[src/rtl/mem_access_ctrl.sv]
`default_nettype none
// ============================================================================
// Module   : mem_access_ctrl
// Function : Byte/half/word load-store front end for a word-only data memory.
//            Sub-word stores use read-modify-write. Optional MISALIGN_TRAP_EN
//            turns misaligned half/word requests into error responses.
// Revision : 1.0 - initial release
// ============================================================================
module mem_access_ctrl #(
    parameter int MEM_WORDS = 512
) (
    input  logic        clk,
    input  logic        rst,
    input  logic        req_valid,
    output logic        req_ready,
    input  logic        req_write,
    input  logic [1:0]  req_size,
    input  logic        req_signed,
    input  logic [31:0] req_addr,
    input  logic [31:0] req_wdata,
    output logic        resp_valid,
    output logic [31:0] resp_rdata,
    output logic        resp_err,
    output logic        mem_read,
    output logic        mem_write,
    output logic [31:0] mem_adr,
    output logic [31:0] mem_wdata,
    input  logic [31:0] mem_rdata
);

    localparam logic [2:0] c_IDLE   = 3'd0;
    localparam logic [2:0] c_LD     = 3'd1;
    localparam logic [2:0] c_RMW_RD = 3'd2;
    localparam logic [2:0] c_RMW_WR = 3'd3;
    localparam logic [2:0] c_WR     = 3'd4;
    localparam logic [2:0] c_RESP   = 3'd5;
    localparam logic [2:0] c_ERR    = 3'd6;

    localparam logic [1:0] c_SZ_BYTE = 2'b00;
    localparam logic [1:0] c_SZ_HALF = 2'b01;
    localparam logic [1:0] c_SZ_WORD = 2'b10;
    localparam logic [1:0] c_SZ_RSVD = 2'b11;

    localparam logic [32:0] c_ADDR_LIMIT = 33'(MEM_WORDS) << 2;

    logic [2:0]  r_state;
    logic [1:0]  r_size;
    logic        r_signed;
    logic [31:0] r_addr;
    logic [31:0] r_wdata;
    logic [31:0] r_merge;
    logic [31:0] r_rdata;

    logic        w_misaligned;
    logic        w_bad;
    logic [7:0]  w_byte;
    logic [15:0] w_half;
    logic [31:0] w_ld_data;
    logic [31:0] w_merged;

`ifdef MISALIGN_TRAP_EN
    assign w_misaligned = ((req_size == c_SZ_HALF) && req_addr[0]) ||
                          ((req_size == c_SZ_WORD) && (req_addr[1:0] != 2'b00));
`else
    assign w_misaligned = 1'b0;
`endif

    assign w_bad = (req_size == c_SZ_RSVD) || w_misaligned ||
                   ({1'b0, req_addr} >= c_ADDR_LIMIT);

    // Lane selection ignores the low address bits below the access size,
    // which is what lets misaligned requests proceed when trapping is off.
    assign w_byte = mem_rdata[{r_addr[1:0], 3'b000} +: 8];
    assign w_half = r_addr[1] ? mem_rdata[31:16] : mem_rdata[15:0];

    always_comb begin
        w_ld_data = mem_rdata;
        case (r_size)
            c_SZ_BYTE: w_ld_data = {{24{r_signed & w_byte[7]}}, w_byte};
            c_SZ_HALF: w_ld_data = {{16{r_signed & w_half[15]}}, w_half};
            default:   w_ld_data = mem_rdata;
        endcase
    end

    always_comb begin
        w_merged = r_merge;
        case (r_size)
            c_SZ_BYTE: w_merged[{r_addr[1:0], 3'b000} +: 8] = r_wdata[7:0];
            c_SZ_HALF: begin
                if (r_addr[1]) w_merged[31:16] = r_wdata[15:0];
                else           w_merged[15:0]  = r_wdata[15:0];
            end
            default:   w_merged = r_wdata;
        endcase
    end

    always_ff @(posedge clk) begin
        if (rst) begin
            r_state  <= c_IDLE;
            r_size   <= 2'b00;
            r_signed <= 1'b0;
            r_addr   <= 32'd0;
            r_wdata  <= 32'd0;
            r_merge  <= 32'd0;
            r_rdata  <= 32'd0;
        end else begin
            case (r_state)
                c_IDLE: begin
                    if (req_valid) begin
                        r_size   <= req_size;
                        r_signed <= req_signed;
                        r_addr   <= req_addr;
                        r_wdata  <= req_wdata;
                        r_rdata  <= 32'd0;
                        if (w_bad)                      r_state <= c_ERR;
                        else if (!req_write)            r_state <= c_LD;
                        else if (req_size == c_SZ_WORD) r_state <= c_WR;
                        else                            r_state <= c_RMW_RD;
                    end
                end
                c_LD: begin
                    r_rdata <= w_ld_data;
                    r_state <= c_RESP;
                end
                c_RMW_RD: begin
                    r_merge <= mem_rdata;
                    r_state <= c_RMW_WR;
                end
                c_RMW_WR, c_WR: r_state <= c_RESP;
                default:        r_state <= c_IDLE;
            endcase
        end
    end

    assign req_ready  = (r_state == c_IDLE);
    // Gating with rst keeps an in-flight write from committing during reset.
    assign mem_read   = !rst && ((r_state == c_LD) || (r_state == c_RMW_RD));
    assign mem_write  = !rst && ((r_state == c_RMW_WR) || (r_state == c_WR));
    assign mem_adr    = {r_addr[31:2], 2'b00};
    assign mem_wdata  = (r_state == c_WR)     ? r_wdata  :
                        (r_state == c_RMW_WR) ? w_merged : 32'd0;
    assign resp_valid = (r_state == c_RESP) || (r_state == c_ERR);
    assign resp_err   = (r_state == c_ERR);
    assign resp_rdata = (r_state == c_RESP) ? r_rdata : 32'd0;

endmodule
`default_nettype wire
[config.mk]
export PLATFORM = sky130hd
export DESIGN_NAME = mem_access_ctrl
export DESIGN_NICKNAME = d
export VERILOG_FILES = /design/src/rtl/mem_access_ctrl.sv
export SDC_FILE = /design/constraint.sdc
export NUM_CORES = 1
export LEC_CHECK = 0
export CAP_MARGIN = 20
export CORE_MARGIN = 2
export CORE_UTILIZATION = 43
export DETAILED_ROUTE_END_ITERATION = 12
export GPL_TIMING_DRIVEN = 0
export PLACE_DENSITY = 0.86
export SYNTH_ARGS = -nofsm -noshare
export SYNTH_HDL_FRONTEND = slang
export SYNTH_SLANG_ARGS = --single-unit
export TNS_END_PERCENT = 1
[constraint.sdc]
create_clock -name clk -period 2.2 [get_ports clk]
set_input_delay 0.22 -clock clk [delete_from_list [all_inputs] [get_ports clk]]
set_output_delay 0.22 -clock clk [all_outputs]
set_load 0.1 [all_outputs]
======== After elaboration in Yosys (flattened, before gate mapping) ========
Cells that the tools add are included.
cells by class
  add/sub/neg operators ................... 1
  order comparisons ....................... 1
  eq/ne operators ......................... 10
  shifts and indexed selects .............. 3
  mux-type cells .......................... 16
  bitwise logic cells ..................... 2
  reductions and logical operators ........ 13
operators by type and width
  cell                                                    count
  one-hot mux 32 bit (2 select lines)                     3
  2-to-1 mux 32 bit                                       4
  2-to-1 mux 16 bit                                       3
  bitwise mux 32 bit                                      1
  >= comparator 32 x 12 -> 1 bit (second input constant)  1
  variable shift 8 x 7 -> 32 bit (first input constant)   1
  variable part select 32 x 6 -> 8 bit                    1
  variable part select 8 x 7 -> 32 bit                    1
  2-to-1 mux 3 bit                                        4
  == test 3 bit (second input constant)                   3
  one-hot mux 3 bit (3 select lines)                      1
  negator 5 -> 7 bit                                      1
  == test 3 x 2 -> 1 bit (second input constant)          2
  == test 2 bit (second input constant)                   2
  logical OR 1 bit                                        4
  AND reduction 2 bit                                     2
  == test 3 x 1 -> 1 bit (second input constant)          1
  zero test 3 bit                                         1
  OR reduction 3 bit                                      1
  bitwise AND 1 bit                                       2
  == test 2 x 1 -> 1 bit (second input constant)          1
  logical AND 1 bit                                       2
  zero test 2 bit                                         1
  inequality test 2 bit (second input constant)           1
  other kinds (2)                                         2
storage, ports and cells
  register bits after elaboration ......... 134
  input port bits ......................... 103
  output and inout bits ................... 101
  logic and storage cells ................. 53

======== Longest topological paths before layout ========
  depth in word-level cells ............... 6
  depth in mapped cells ................... 9
  gate-level depth less buffers ........... 6

======== Worst setup path after synthesis ========
No wires, ideal clock.
  kind .................................... reg-to-output
  start ................................... register r_addr[1]
  end ..................................... output port mem_wdata[7]
  arrival time ............................ 3253 ps
  data required time ...................... 1980 ps
  setup slack ............................. -1273 ps
  stages on the path, launching flop included .. 9
  path buffers ............................ 2
  cells stage by stage .................... dfxtp_1 -> buf_2 -> inv_2 -> clkbuf_1 -> ha_1 -> nor2b_1 -> nor2_1 -> or3b_1 -> o2bb2ai_1
on the way
  word-level cells in the longest chain between the ends .. 6
  elaborated cells on any way between the ends .. 8
RTL lines
  element                                                                                        line  source
  start: declaration                                                                             49    logic [31:0] r_addr;
  start signal: assignment                                                                       112   r_addr <= req_addr;
  negator 5 -> 7 bit                                                                             88    c_SZ_BYTE: w_merged[{r_addr[1:0], 3'b000} +: 8] = r_wdata[7:0];
  variable part select 8 x 7 -> 32 bit / variable shift 8 x 7 -> 32 bit (equally long branches)  88
  bitwise mux 32 bit                                                                             88
  one-hot mux 32 bit (2 select lines) *                                                          87    case (r_size)
  2-to-1 mux 32 bit *                                                                            141   (r_state == c_RMW_WR) ? w_merged : 32'd0;
  2-to-1 mux 32 bit *                                                                            140   assign mem_wdata = (r_state == c_WR) ? r_wdata :
  end: declaration                                                                               27    output logic [31:0] mem_wdata,
Every way passes the cells marked *; elsewhere a longest branch is shown, timed or not.

======== Final worst setup path ========
  start ................................... register r_addr[1]
  end ..................................... output port mem_wdata[18]
Same word-level chain as after synthesis.

==> flow_summary.yaml <==
sta:
  timing.final.setup_violations: 33
  timing.slew.headroom: 0.3704
  rsz0062_at_grt: "true"
  hold_viol_final: 0
  tightest_slew_ns: 0.9481
  timing.fmax_ghz: 0.3784
  timing_max_transition_violations_final: 0
  min_period_over_period: 1.201
  holdWs_ns: 0.3423
  finalClockSkew_ns: 0.009276
  finalWorstPathRequiredPeriod_ns: 2.643
  slack_of_the_critical_path_ns: -0.4428
detailed_routing:
  detail_route.vias_per_cell: 5.558
  wl_per_cell_um: 17.96
  antenna_violating_nets_post_route: 0
  detail_route.first_pass.iterations: 5
  detail_route.iter0.violations: 667
  totalWireLength_um: 23990
  drc_errors: 0
  num_vias: 7426
yosys:
  ys_async_sr_fraction: 0
  seq_area_frac_synth: 0.3937
  ys_types: 51
  syn-cell-area_mm2: 0.006814
  yosysMostFrequentCell: "sky130_fd_sc_hd__nand2_1"
  syn_area_per_cell_um2: 7.787
  netlist.area_leader.share: 0.3937
  synth_cells: 875
  ys.warnings.count: 0
  ys_top_cells_by_count: "215 x sky130_fd_sc_hd__nand2_1, 144 x sky130_fd_sc_hd__a21oi_1, 134 x sky130_fd_sc_hd__dfxtp_1"
  synthFlopType: "sky130_fd_sc_hd__dfxtp_1"
  synth_area_leader_cell: "sky130_fd_sc_hd__dfxtp_1"
  ys_seq_elements: 134
  synth_edf_count: 0
  synth_top_area_cells: "sky130_fd_sc_hd__dfxtp_1 39%, sky130_fd_sc_hd__nand2_1 12%, sky130_fd_sc_hd__a21oi_1 11%"
critical_path:
  critical_path_class: "reg2out"
  path_max_fanout: 8
  largest_stage_delay_worst_path_ns: 0.37
  crit_required_ns: 1.98
  crit_path_start_kind: "flop"
  cp_cell_sequence: "buf_8 -> inv_6 -> clkbuf_16 -> ha_4 -> nor4bb_4 -> buf_6 -> buf_4 -> a21oi_2 -> o22ai_2 -> a21o_1 -> buf_12"
  crit_path_top_delay_cell: "sky130_fd_sc_hd__dfxtp_4"
  capturing_element_type_of_the_critical_path: "primary output"
  crit_arrival_ns: 2.42
cells_and_area:
  finish.net_count: 1215
  antennaDiodeCount: 0
  layout.filler_cells: 1251
  layout-drive-gt1-share: 0.2509
  final_design_area_no_fill_mm2: 0.01035
  area_delta_synth_final_pct: 51.95
grt:
  grt_pass1_vias: 7023
  grt_util_met2: 0.4654
  gr-max-usage-layer: "met2"
  grt_usage: 0.2761
  groute.layer.met3.usage: 0.09061
  antenna_found_initial: 0
  grt_met1_use: 0.3263
  grt_start_max_net_pins: 17
  global_route.overflow_total: 0
  grt_first_pass_wirelength_um: 36070
floorplanning:
  ioPinCount: 204
  rows: 46
  floorplan.initialDensity: 0.4337
  die_w_um: 129.9
  die_h_um: 129.9
  fp.dieArea_mm2: 0.01687
  floorplan.core_area_mm2: 0.01571
placed_design:
  detailed_place_hpwl_um: 16960
  dpl-instance-area_mm2: 0.009110
  io_buffers: 200
  gp_congestion: 0.9660
clock_tree:
  cts_max_path_buffers: 2
  clk-insertion-delay-late_ns: 0.43
  cts-buffers-inserted: 17
  cts.sinks: 134
  cts_hold_buffers: 0
  tritoncts: "yes"
  clock-root-buffer: "sky130_fd_sc_hd__clkbuf_16"
  htree_levels: 4
  clk_pin_slew_ns: 0.06
status:
  status: "finished with violations"
  violations: "negative setup slack"
power_and_ir_drop:
  cellPowerDensity_mw_per_mm2: 883.1
  power.static_leakage_nw: 4.113
  peakVddDrop_uv: 775.7
min_path:
  hold_path_class: "in2reg"
job:
  drv_cap: 0
[final timing paths]
check                           from                       to  slack (ns)  cells past startpoint
max reg2reg   r_addr[0]$_SDFFE_PP0P_  r_rdata[8]$_SDFFE_PP0P_        0.24                      5
min                      req_addr[3]   r_addr[3]$_SDFFE_PP0P_        0.34                      3
min reg2reg  r_addr[20]$_SDFFE_PP0P_  r_addr[20]$_SDFFE_PP0P_        0.45                      2
max           r_addr[1]$_SDFFE_PP0P_            mem_wdata[18]       -0.44                     11
[cell type report]
| type | count | area, um2 | share of cell area |
|---|---|---|---|
| well taps | 216 | 270.3 | 0.02610 |
| multi-input cells | 636 | 3872 | 0.3740 |
| clock inverters | 10 | 102.6 | 0.009909 |
| inverters | 7 | 35.03 | 0.003384 |
| flip-flops and latches | 134 | 2693 | 0.2601 |
| repair buffers | 213 | 2291 | 0.2213 |
| clock buffers | 22 | 474.2 | 0.04580 |
| plain buffers | 98 | 615.6 | 0.05946 |
[where the power goes]
group | total (W) | switching, W | internal [W]
Sequential | 0.00295 | 0.000248 | 0.00270
Clock | 0.00280 | 0.00106 | 0.00174
Combinational | 0.00339 | 0.00226 | 0.00113
Total | 0.00914 | 0.00356 | 0.00558
[cells by family (layout without fill, tap and decap cells)]
kind of cell               count (synthesis)  in the layout  share of synthesized area
AOI/OAI and AO/OA                        254            254                     0.2321
and+or+nand+nor                          345            345                     0.2350
muxes                                     29             29                    0.04535
adders and majority gates                  5              5                   0.009181
buffers and inverters                    106            350                    0.08281
DFF                                      134            134                     0.3937
other                                      1              2                  0.0005503
xor gates and xnor gates                   1              1                   0.001286
[state kept, by name, indices dropped and copies added (netlist names)]
name      count
r_addr       32
r_merge      32
r_rdata      32
r_wdata      32
r_state       3
r_size        2
r_signed      1
[metal layers]
layer / part of all wire / wire length [um] / vias up
met4: 0.032 / 775 / 0
met1: 0.38 / 9062 / 3448
met5: 0 / 0 / -
met3: 0.11 / 2642 / 76
met2: 0.48 / 11510 / 452
li1: - / - / 3450
[cell usage in the layout (no fill, tap or decap), drive strengths merged, types with 7 or more instances in the layout]
| cell | count |
|---|---|
| a21oi | 144 |
| clkbuf | 53 |
| nor3 | 12 |
| o21ai | 16 |
| buf | 175 |
| a22o | 12 |
| nand2b | 10 |
| o22ai | 17 |
| dfxtp | 134 |
| clkinv | 7 |
| a21o | 16 |
| clkdlybuf4s50 | 101 |
| nor2 | 22 |
| o2bb2ai | 21 |
| a32o | 7 |
| a221o | 10 |
| nand2 | 215 |
| and2 | 34 |
| mux2i | 23 |
| nor2b | 27 |
[critical path, delay by kind of cell (launching register included)]
family                   cells  cell delay (ns)
adder cells (fa/ha/maj)      1             0.31
AO/OA/AOI/OAI                3             0.34
AND/OR/NAND/NOR              1             0.22
buffers and inverters        6             0.75
flip-flops                   1             0.37
[metrics by stage]
step | util | power (W) | instances | worst slack (ns) | setup TNS [ns]
global route | 0.6589 | 0.009477 | 1336 | -0.5109 | -14.95
global placement | 0.5798 | 0.006005 | 1292 | -1.773 | -72.14
detailed placement | 0.5798 | 0.006049 | 1292 | -1.805 | -74.15
floorplan | - | 0.005163 | 876 | -0.6907 | -44.12
finish | 0.6589 | 0.009144 | 1336 | -0.4428 | -12.95
CTS | 0.6448 | 0.009028 | 1334 | -0.4413 | -12.08
[repair_timing]
item	4_1_cts	5_1_grt
endpoints found under the setup margin	95	67
hold endpoints to repair	0	0
cloned	0	0
buffers inserted	11	2
resized for setup	569	59
pin swaps	30	7
(Power assumes the default switching activity.)
